## src/rtl/scc_reg_pkg.sv

```systemverilog
// SCC channel register file: shared address map, scan state and limits.
// Used by scc_channel_regs and scc_scan_sequencer.
package scc_reg_pkg;

  localparam int MAX_CH = 8;
  localparam int IDX_W  = $clog2(MAX_CH);

  localparam logic [7:0] ADDR_FREQ_BASE = 8'h00;
  localparam logic [7:0] ADDR_VOL_BASE  = 8'h10;
  localparam logic [7:0] ADDR_ENABLE    = 8'h1F;
  localparam logic [7:0] ADDR_MODE      = 8'h20;

  typedef enum logic {
    IDLE = 1'b0,
    SCAN = 1'b1
  } scan_state_t;

endpackage

```

## src/rtl/scc_scan_sequencer.sv

```systemverilog
// Scan FSM: walks channel index 0..NUM_CH-1 once per slot_start.
// load/load_idx preview the next cycle so data can be registered alongside.
module scc_scan_sequencer
  import scc_reg_pkg::*;
#(
  parameter int NUM_CH = 5
) (
  input  logic             clk,
  input  logic             reset,
  input  logic             slot_start,
  output logic             valid,
  output logic [IDX_W-1:0] idx,
  output logic             load,
  output logic [IDX_W-1:0] load_idx
);

  localparam logic [IDX_W-1:0] LAST = IDX_W'(NUM_CH - 1);

  scan_state_t      state_q, state_d;
  logic [IDX_W-1:0] idx_q, idx_d;

  always_ff @(posedge clk) begin
    if (reset) begin
      state_q <= IDLE;
      idx_q   <= '0;
    end else begin
      state_q <= state_d;
      idx_q   <= idx_d;
    end
  end

  always_comb begin
    state_d = state_q;
    idx_d   = idx_q;
    case (state_q)
      IDLE: begin
        if (slot_start) begin
          state_d = SCAN;
          idx_d   = '0;
        end
      end
      SCAN: begin
        if (idx_q == LAST) begin
          state_d = IDLE;
          idx_d   = '0;
        end else begin
          idx_d = idx_q + 1'b1;
        end
      end
      default: begin
        state_d = IDLE;
        idx_d   = '0;
      end
    endcase
  end

  assign valid    = (state_q == SCAN);
  assign idx      = idx_q;
  assign load     = (state_d == SCAN);
  assign load_idx = idx_d;

endmodule

```

## src/rtl/scc_channel_regs.sv

```systemverilog
// SCC channel registers with scan output and phase-reset requests.
// Define SCC_REG_READBACK_EN to return stored values on reads.
module scc_channel_regs
  import scc_reg_pkg::*;
#(
  parameter int NUM_CH = 5,
  parameter int FREQ_W = 12,
  parameter int VOL_W  = 4
) (
  input  logic              clk,
  input  logic              reset,
  input  logic              reg_wrreq,
  input  logic              reg_rdreq,
  input  logic [7:0]        reg_address,
  input  logic [7:0]        reg_wrdata,
  output logic [7:0]        reg_rddata,
  output logic              reg_rddata_en,
  input  logic              slot_start,
  output logic              ch_valid,
  output logic [2:0]        ch_index,
  output logic [FREQ_W-1:0] ch_frequency_count,
  output logic [VOL_W-1:0]  ch_volume,
  output logic              ch_enable,
  output logic              ch_phase_reset,
  output logic              reg_freq_reset_mode
);

  localparam logic [3:0] CH_LIM = 4'(NUM_CH);

  logic [FREQ_W-1:0] freq [NUM_CH];
  logic [VOL_W-1:0]  vol  [NUM_CH];
  logic [NUM_CH-1:0] en;
  logic [NUM_CH-1:0] pend;
  logic [NUM_CH-1:0] pend_set;
  logic [NUM_CH-1:0] pend_clr;
  logic              mode;

  logic [IDX_W-1:0] f_ch;
  logic [IDX_W-1:0] v_ch;
  logic             f_hit;
  logic             v_hit;
  logic             en_hit;
  logic             mode_hit;
  logic             rd_go;
  logic [7:0]       rd_val;

  logic             seq_valid;
  logic [IDX_W-1:0] seq_idx;
  logic             load;
  logic [IDX_W-1:0] load_idx;

  scc_scan_sequencer #(
    .NUM_CH(NUM_CH)
  ) u_seq (
    .clk       (clk),
    .reset     (reset),
    .slot_start(slot_start),
    .valid     (seq_valid),
    .idx       (seq_idx),
    .load      (load),
    .load_idx  (load_idx)
  );

  assign f_ch     = reg_address[3:1];
  assign v_ch     = reg_address[2:0];
  assign f_hit    = (reg_address[7:4] == ADDR_FREQ_BASE[7:4])
                 && ({1'b0, f_ch} < CH_LIM);
  assign v_hit    = (reg_address[7:3] == ADDR_VOL_BASE[7:3])
                 && ({1'b0, v_ch} < CH_LIM);
  assign en_hit   = (reg_address == ADDR_ENABLE);
  assign mode_hit = (reg_address == ADDR_MODE);
  assign rd_go    = reg_rdreq & ~reg_wrreq;

  // A new request in the same cycle as the clear keeps the bit pending
  assign pend_set = (reg_wrreq && f_hit && mode)
                  ? (NUM_CH'(1) << f_ch) : '0;
  assign pend_clr = (ch_valid && ch_phase_reset)
                  ? (NUM_CH'(1) << ch_index) : '0;

  always_ff @(posedge clk) begin
    if (reset) begin
      for (int i = 0; i < NUM_CH; i++) begin
        freq[i] <= '0;
        vol[i]  <= '0;
      end
      en   <= '0;
      mode <= 1'b0;
      pend <= '0;
    end else begin
      if (reg_wrreq) begin
        unique case (1'b1)
          f_hit: begin
            if (reg_address[0])
              freq[f_ch][FREQ_W-1:8] <= reg_wrdata[FREQ_W-9:0];
            else
              freq[f_ch][7:0] <= reg_wrdata;
          end
          v_hit:    vol[v_ch] <= reg_wrdata[VOL_W-1:0];
          en_hit:   en        <= reg_wrdata[NUM_CH-1:0];
          mode_hit: mode      <= reg_wrdata[5];
          default: ;
        endcase
      end
      pend <= (pend & ~pend_clr) | pend_set;
    end
  end

  always_comb begin
    rd_val = 8'hFF;
`ifdef SCC_REG_READBACK_EN
    unique case (1'b1)
      f_hit: begin
        if (reg_address[0])
          rd_val = 8'(freq[f_ch][FREQ_W-1:8]);
        else
          rd_val = freq[f_ch][7:0];
      end
      v_hit:    rd_val = 8'(vol[v_ch]);
      en_hit:   rd_val = 8'(en);
      mode_hit: rd_val = {2'b00, mode, 5'b00000};
      default:  rd_val = 8'hFF;
    endcase
`endif
  end

  always_ff @(posedge clk) begin
    if (reset) begin
      reg_rddata    <= '0;
      reg_rddata_en <= 1'b0;
    end else begin
      reg_rddata_en <= rd_go;
      if (rd_go)
        reg_rddata <= rd_val;
    end
  end

  always_ff @(posedge clk) begin
    if (reset || !load) begin
      ch_frequency_count <= '0;
      ch_volume          <= '0;
      ch_enable          <= 1'b0;
      ch_phase_reset     <= 1'b0;
    end else begin
      ch_frequency_count <= freq[load_idx];
      ch_volume          <= vol[load_idx];
      ch_enable          <= en[load_idx];
      ch_phase_reset     <= pend[load_idx];
    end
  end

  assign ch_valid            = seq_valid;
  assign ch_index            = seq_idx;
  assign reg_freq_reset_mode = mode;

endmodule
```

## config.mk

```make
export PLATFORM = sky130hd
export DESIGN_NAME = scc_channel_regs
export DESIGN_NICKNAME = d
export VERILOG_FILES = /design/src/rtl/scc_reg_pkg.sv /design/src/rtl/scc_scan_sequencer.sv /design/src/rtl/scc_channel_regs.sv
export SDC_FILE = /design/constraint.sdc
export NUM_CORES = 1
export LEC_CHECK = 0
export CORE_MARGIN = 2
export CORE_UTILIZATION = 59
export CTS_BUF_LIST = sky130_fd_sc_hd__clkbuf_4 sky130_fd_sc_hd__clkbuf_8
export CTS_CLUSTER_DIAMETER = 120
export DETAILED_ROUTE_END_ITERATION = 12
export DONT_BUFFER_PORTS = 1
export PLACE_DENSITY = 0.89
export SLEW_MARGIN = 5
export SYNTH_ARGS = -nofsm -noshare
export SYNTH_HDL_FRONTEND = slang
export SYNTH_SLANG_ARGS = --single-unit
export TNS_END_PERCENT = 100
```

## constraint.sdc

```tcl
create_clock -name clk -period 2 [get_ports clk]
set_input_delay 0.3 -clock clk [delete_from_list [all_inputs] [get_ports clk]]
set_output_delay 0.3 -clock clk [all_outputs]
set_load 0.05 [all_outputs]
```

* Word level (Yosys, flattened, before mapping)
Memories as Yosys holds them, arrays and structs flattened. A register that Yosys moved wholly into a read port is not among the register bits.
Cells that the tools add are included.
** Word-level totals
- Flip-flop bits (word level) :: 19
- Bits in writable memories :: 80
- Bits of input ports :: 21
- Memories kept :: 2
** Cells by class
- Equality and inequality tests :: 4
- Bitwise operators :: 6
- Shift operators :: 2
- Add/subtract/negate cells :: 1
- Magnitude comparators :: 3
- Reduce and logical (&&, ||, !) cells :: 12
- Mux-type cells :: 34
** Memories
- freq :: words 5, bits a word 12, read ports 1, clocked after Yosys merged registers in 1, wr ports 5, line scc_channel_regs.sv:30 : logic [FREQ_W-1:0] freq [NUM_CH];
- vol :: words 5, bits a word 4, read ports 1, clocked after Yosys merged registers in 1, wr ports 5, line scc_channel_regs.sv:31 : logic [VOL_W-1:0] vol [NUM_CH];
** Operator list (count)
- 2-to-1 mux 1 bit :: 21
- 2-to-1 mux 12 bit :: 1
- 2-to-1 mux 3 bit :: 4
- OR reduction 12 bit :: 1
- 2-to-1 mux 5 bit :: 2
- << shifter 1 x 3 -> 5 bit (first input constant) :: 2
- equality test 8 x 5 -> 1 bit (second input constant) :: 1
- equality test 8 x 6 -> 1 bit (second input constant) :: 1
- binary-select mux 1 bit (select 3 bit) :: 2
- less-than comparator 3 bit (second input constant) :: 2
- one-hot mux 3 bit (2 select lines) :: 1
- AND 5 bit :: 1
- equality test 5 x 2 -> 1 bit (second input constant) :: 1
- logical AND 1 bit :: 5
- inverter 5 bit :: 1
- bitwise OR 5 bit :: 1
- zero test 4 bit :: 1
- less-than comparator 3 x 4 -> 1 bit (second input constant) :: 1
- 2-to-1 mux 4 bit :: 1
- AND reduction 2 bit :: 2
- OR reduction 4 bit :: 1
- adder 3 x 1 -> 3 bit (second input constant) :: 1
- equality test 3 bit (second input constant) :: 1
- 2-to-1 mux 2 bit :: 1
- other kinds (5) :: 6

* Logic depth before layout (Yosys ltp)
- Depth after elaboration :: 8
- Mapped depth :: 10

* By module
A second synthesis with hierarchy kept.
** Second synthesis, totals
- Cells, all modules :: 493
- Area total of the unflattened synthesis :: 6720.2 sq um
** By module, submodules not included
- scc_channel_regs :: cells each 470, area each 6515.0 sq um, instances 1, seq. area each 4464.3 sq um
- scc_scan_sequencer :: cells each 23, area each 205.2 sq um, instances 1, seq. area each 80.1 sq um

* Worst setup path before layout
Ideal clock, no wire load.
- Kind :: register to register
- Start point :: register u_seq.idx_q[0], in the netlist u_seq.idx[0]
- End point :: register ch_frequency_count[4] (read register of freq)
- Arrival time :: 2.333 ns
- Cell stages (with the launch flop) :: 11
- Clock period less this slack :: 2.471 ns
- Slack :: -0.471 ns
- Path buffers :: 3
- Path through :: dfxtp_1 inv_1 ha_1 a21boi_2 a22o_1 buf_2 buf_6 buf_8 mux2i_1 o22a_1 o221ai_1
** On the way
- Word-level cells in the longest chain between the ends :: 5
- Elaborated cells between the ends (all ways) :: 9
- Classes of those cells :: add/sub: 1; eq/ne: 1; mux: 5; reduce/logical: 2
** RTL lines
- from (decl) :: line scc_scan_sequencer.sv:20 : logic [IDX_W-1:0] idx_q, idx_d;
- from (signal assigned) :: line scc_scan_sequencer.sv:28 : idx_q <= idx_d;
- branches (longest 5 deep; another with adder 3 x 1 -> 3 bit)
- to (decl) :: line scc_channel_regs.sv:21 : output logic [FREQ_W-1:0] ch_frequency_count,
Several ways; the timed one is not identified.
A chain may end at the register's enable or synchronous reset.

* Worst setup path in the final report
- Start point :: register u_seq.idx_q[1], in the netlist u_seq.idx[1]
- End point :: register ch_frequency_count[8] (read register of freq)
Same word-level chain as after synthesis.

==> impl_metrics.tcl <==
set metrics [dict create \
    syn_inst 488 \
    placed_cells 694 \
    netlist_top_cells_count "edfxtp_1, and2_1, mux2i_1" \
    cts_buffer_depth 2 \
    route.vias.total 4417 \
    yosysTopAreaCell "edfxtp_1" \
    ant_nets 0 \
    dieHeight_um 112 \
    initial_core_util 0.604 \
    netlist_top_cells_area "edfxtp_1, mux2i_1, dfxtp_1" \
    synthFlopType "edfxtp_1" \
    crit_arrival_ns 2.31 \
    fin_ws_ns 0.0133 \
    grt_pass1_wl_um 23500 \
    place_hpwl_um 9170 \
    cts-htree-levels 4 \
    critical_path.max_fanout 7 \
    worstReg2RegStart "u_seq.idx[1]" \
    synth_most_common_cell "edfxtp_1" \
    placed_cell_area_um2 7490 \
    hold_violations 0 \
    synth-compound-area-share 0.0697 \
    cp_num_buf_inv 3 \
    drv_slew 0 \
    numPortBuffers 0 \
    synth_top_area_frac 0.558 \
    grt_use_total 0.251 \
    hold_depth 2 \
    cts_tree "done" \
    cp_slowest_cell "dfxtp_4" \
    synth-simple-area-share 0.120 \
    post-route-drc-count 0 \
    p_leak_nw 2.99 \
    max_clock_freq_mhz 503 \
    gp_congestion 0.870 \
    drive_above_1_share 0.195 \
    top_layer "met4" \
    syn_to_final_growth_pct 19.2 \
    slew_headroom 0.556 \
    cts_sinks 163 \
    r2r_end "ch_frequency_count[8]" \
    routed-wl-met3_um 1250 \
    numCtsBuffers 17 \
    cp-end-kind "register" \
    synth_warnings 0 \
    dr.pass1.iters 5 \
    synth_edf_count 128 \
    worstPathRequired_ns 2.33 \
    power_density_nw_per_um2 801 \
    viasPerCell 5.87 \
    avgRoutedWirePerCell_um 21.0 \
    worstSetupPathType "register to register" \
    die_w_um 112 \
    yosys.area_share.adder 0.00908 \
    path_clk_slew_ns 0.08 \
    first_global_vias 4422 \
    instances_no_fill 752 \
    drt_iter0_markers 475 \
    critPathLaunchType "register" \
    core_um2 11400 \
    min_to "pend[1]" \
    max_stage_delay_ns 0.40 \
    synth_seq_cells 163 \
    fin_area_um2 8220 \
    r2r_slack_ns 0.01 \
    syn_avg_cell_area_um2 14.1 \
    p_total_w 0.00659 \
    synth_mux_area_frac 0.111 \
    r2r_cells 8 \
    yosys.cell_types.count 40 \
    dp_slack_ns -0.0499 \
    clk_latency_ns 0.46 \
    wl_met2_um 7850 \
    finalCriticalPeriod_ns 1.99 \
    grt_max_degree 21 \
    ys_seq_area_frac 0.659 \
    diodes 0 \
    min_path_type "primary input to register" \
    rsz0062_at_grt "true" \
    die_area_um2 12600 \
    async_reset_ff_frac 0 \
    critPathTopFamily "compound AO/OA/AOI/OAI gates" \
    rows 39 \
    holdCritStartpoint "reg_address[1]" \
    finalSetupViolCount 0 \
    synth_top_family_by_area "simple AND/OR/NAND/NOR gates" \
    cap_viol_max_count 0 \
    tightest_slew_ns 0.664 \
    crit_start "u_seq.idx[1]" \
    syn_area_um2 6890 \
    pin_count 53 \
    totalWireLength_um 15800 \
    vdd_ir_drop_max_mv 0.614 \
    period_share 0.993 \
    status "completed" \
    finalNetCount 622 \
    wl_met1_um 6130 \
    grt-ovfl-total 0 \
    antenna_found_initial 0 \
    synth-xor-area-share 0 \
    crit_chain "inv_2, ha_4, a21boi_4, buf_6, a22o_4, buf_4, mux2i_1, o221ai_1" \
    cts_root_buf "clkbuf_8" \
    clock_skew_ns 0.0135 \
]
[sequential cells by signal, indices dropped and copies added (netlist names)]
name                 flops
reg_rddata_en            1
vol                     32
ch_enable                1
u_seq.idx                3
reg_freq_reset_mode      1
ch_phase_reset           1
reg_rddata               1
pend                     5
freq                    96
u_seq.valid              1
en                       5
ch_volume                4
ch_frequency_count      12
[metrics by stage]
stage          utilization  hold slack, ns  setup TNS (ns)
2_1_floorplan            -           0.381           -3.50
3_3_place_gp         0.656           0.366          -0.208
3_5_place_dp         0.656           0.367          -0.588
4_1_cts              0.698         0.00397        -0.00251
5_1_grt              0.720          0.0266          -0.232
6_report             0.720          0.0177               0
[layout by cell type (no fill, tap or decap), drive strengths merged, types with 4 or more instances in the layout]
cell type,Yosys,final
dfxtp,35,35
ha,5,5
inv,7,7
nand2,14,14
o22a,16,16
mux2i,75,75
o221ai,16,16
nor3,4,4
nand3,6,6
clkinv,0,6
conb,1,48
buf,16,57
nor2,31,31
dlygate4sd3,0,11
o21ai,15,15
edfxtp,128,128
and2,80,80
a32oi,4,4
clkbuf,12,26
[worst register-to-register path: stages (launching register included)]
cell	delay, ns
dfxtp_4	0.40
inv_2	0.07
ha_4	0.17
a21boi_4	0.23
buf_6	0.14
a22o_4	0.18
buf_4	0.20
mux2i_1	0.33
o221ai_1	0.14
[cell families after synthesis]
kind of cell | count (synthesis)
flip-flops | 163
AND/OR/NAND/NOR | 147
AO/OA/AOI/OAI | 62
adder cells (fa/ha/maj) | 5
other | 1
buffers and inverters | 35
multiplexers | 75
[power breakdown]
group,switching [W],internal [W]
logic,0.000280,0.000154
registers,0.000184,0.00385
clock network,0.00113,0.000991
[cell type report]
class                           instances  area [um2]
Sequential cell                       163        4560
Fill cell                             725        3200
Multi-Input combinational cell        338        2450
Timing Repair Buffer                   69         661
Clock buffer                           25         307
Tap cell                              143         179
Clock inverter                          7        36.3
Inverter                                7        28.8
[timing repair]
item                                    in CTS  in global routing
gates cloned                                 0                  2
endpoints found under the hold margin       64                  0
gates resized for setup                      2                 25
endpoints found under the setup margin       5                 17
hold buffers                                11                  0
buffers inserted                             3                 11
pin swaps                                    3                  9
[worst max-delay path by stage]
stage                            endpoint  cells past startpoint
CTS                 ch_frequency_count[6]                      8
floorplan                      freq[0][0]                      4
detailed placement             freq[4][9]                      5
finish              ch_frequency_count[8]                      8
global placement               freq[4][9]                      5
global route        ch_frequency_count[8]                      8
[layer usage]
layer	GRT usage	vias up
li1	-	1975
met1	0.315	2174
met2	0.411	217
met3	0.0616	51
met4	0.128	0
met5	0	-
Note: power is estimated with default switching activity, not from simulation.
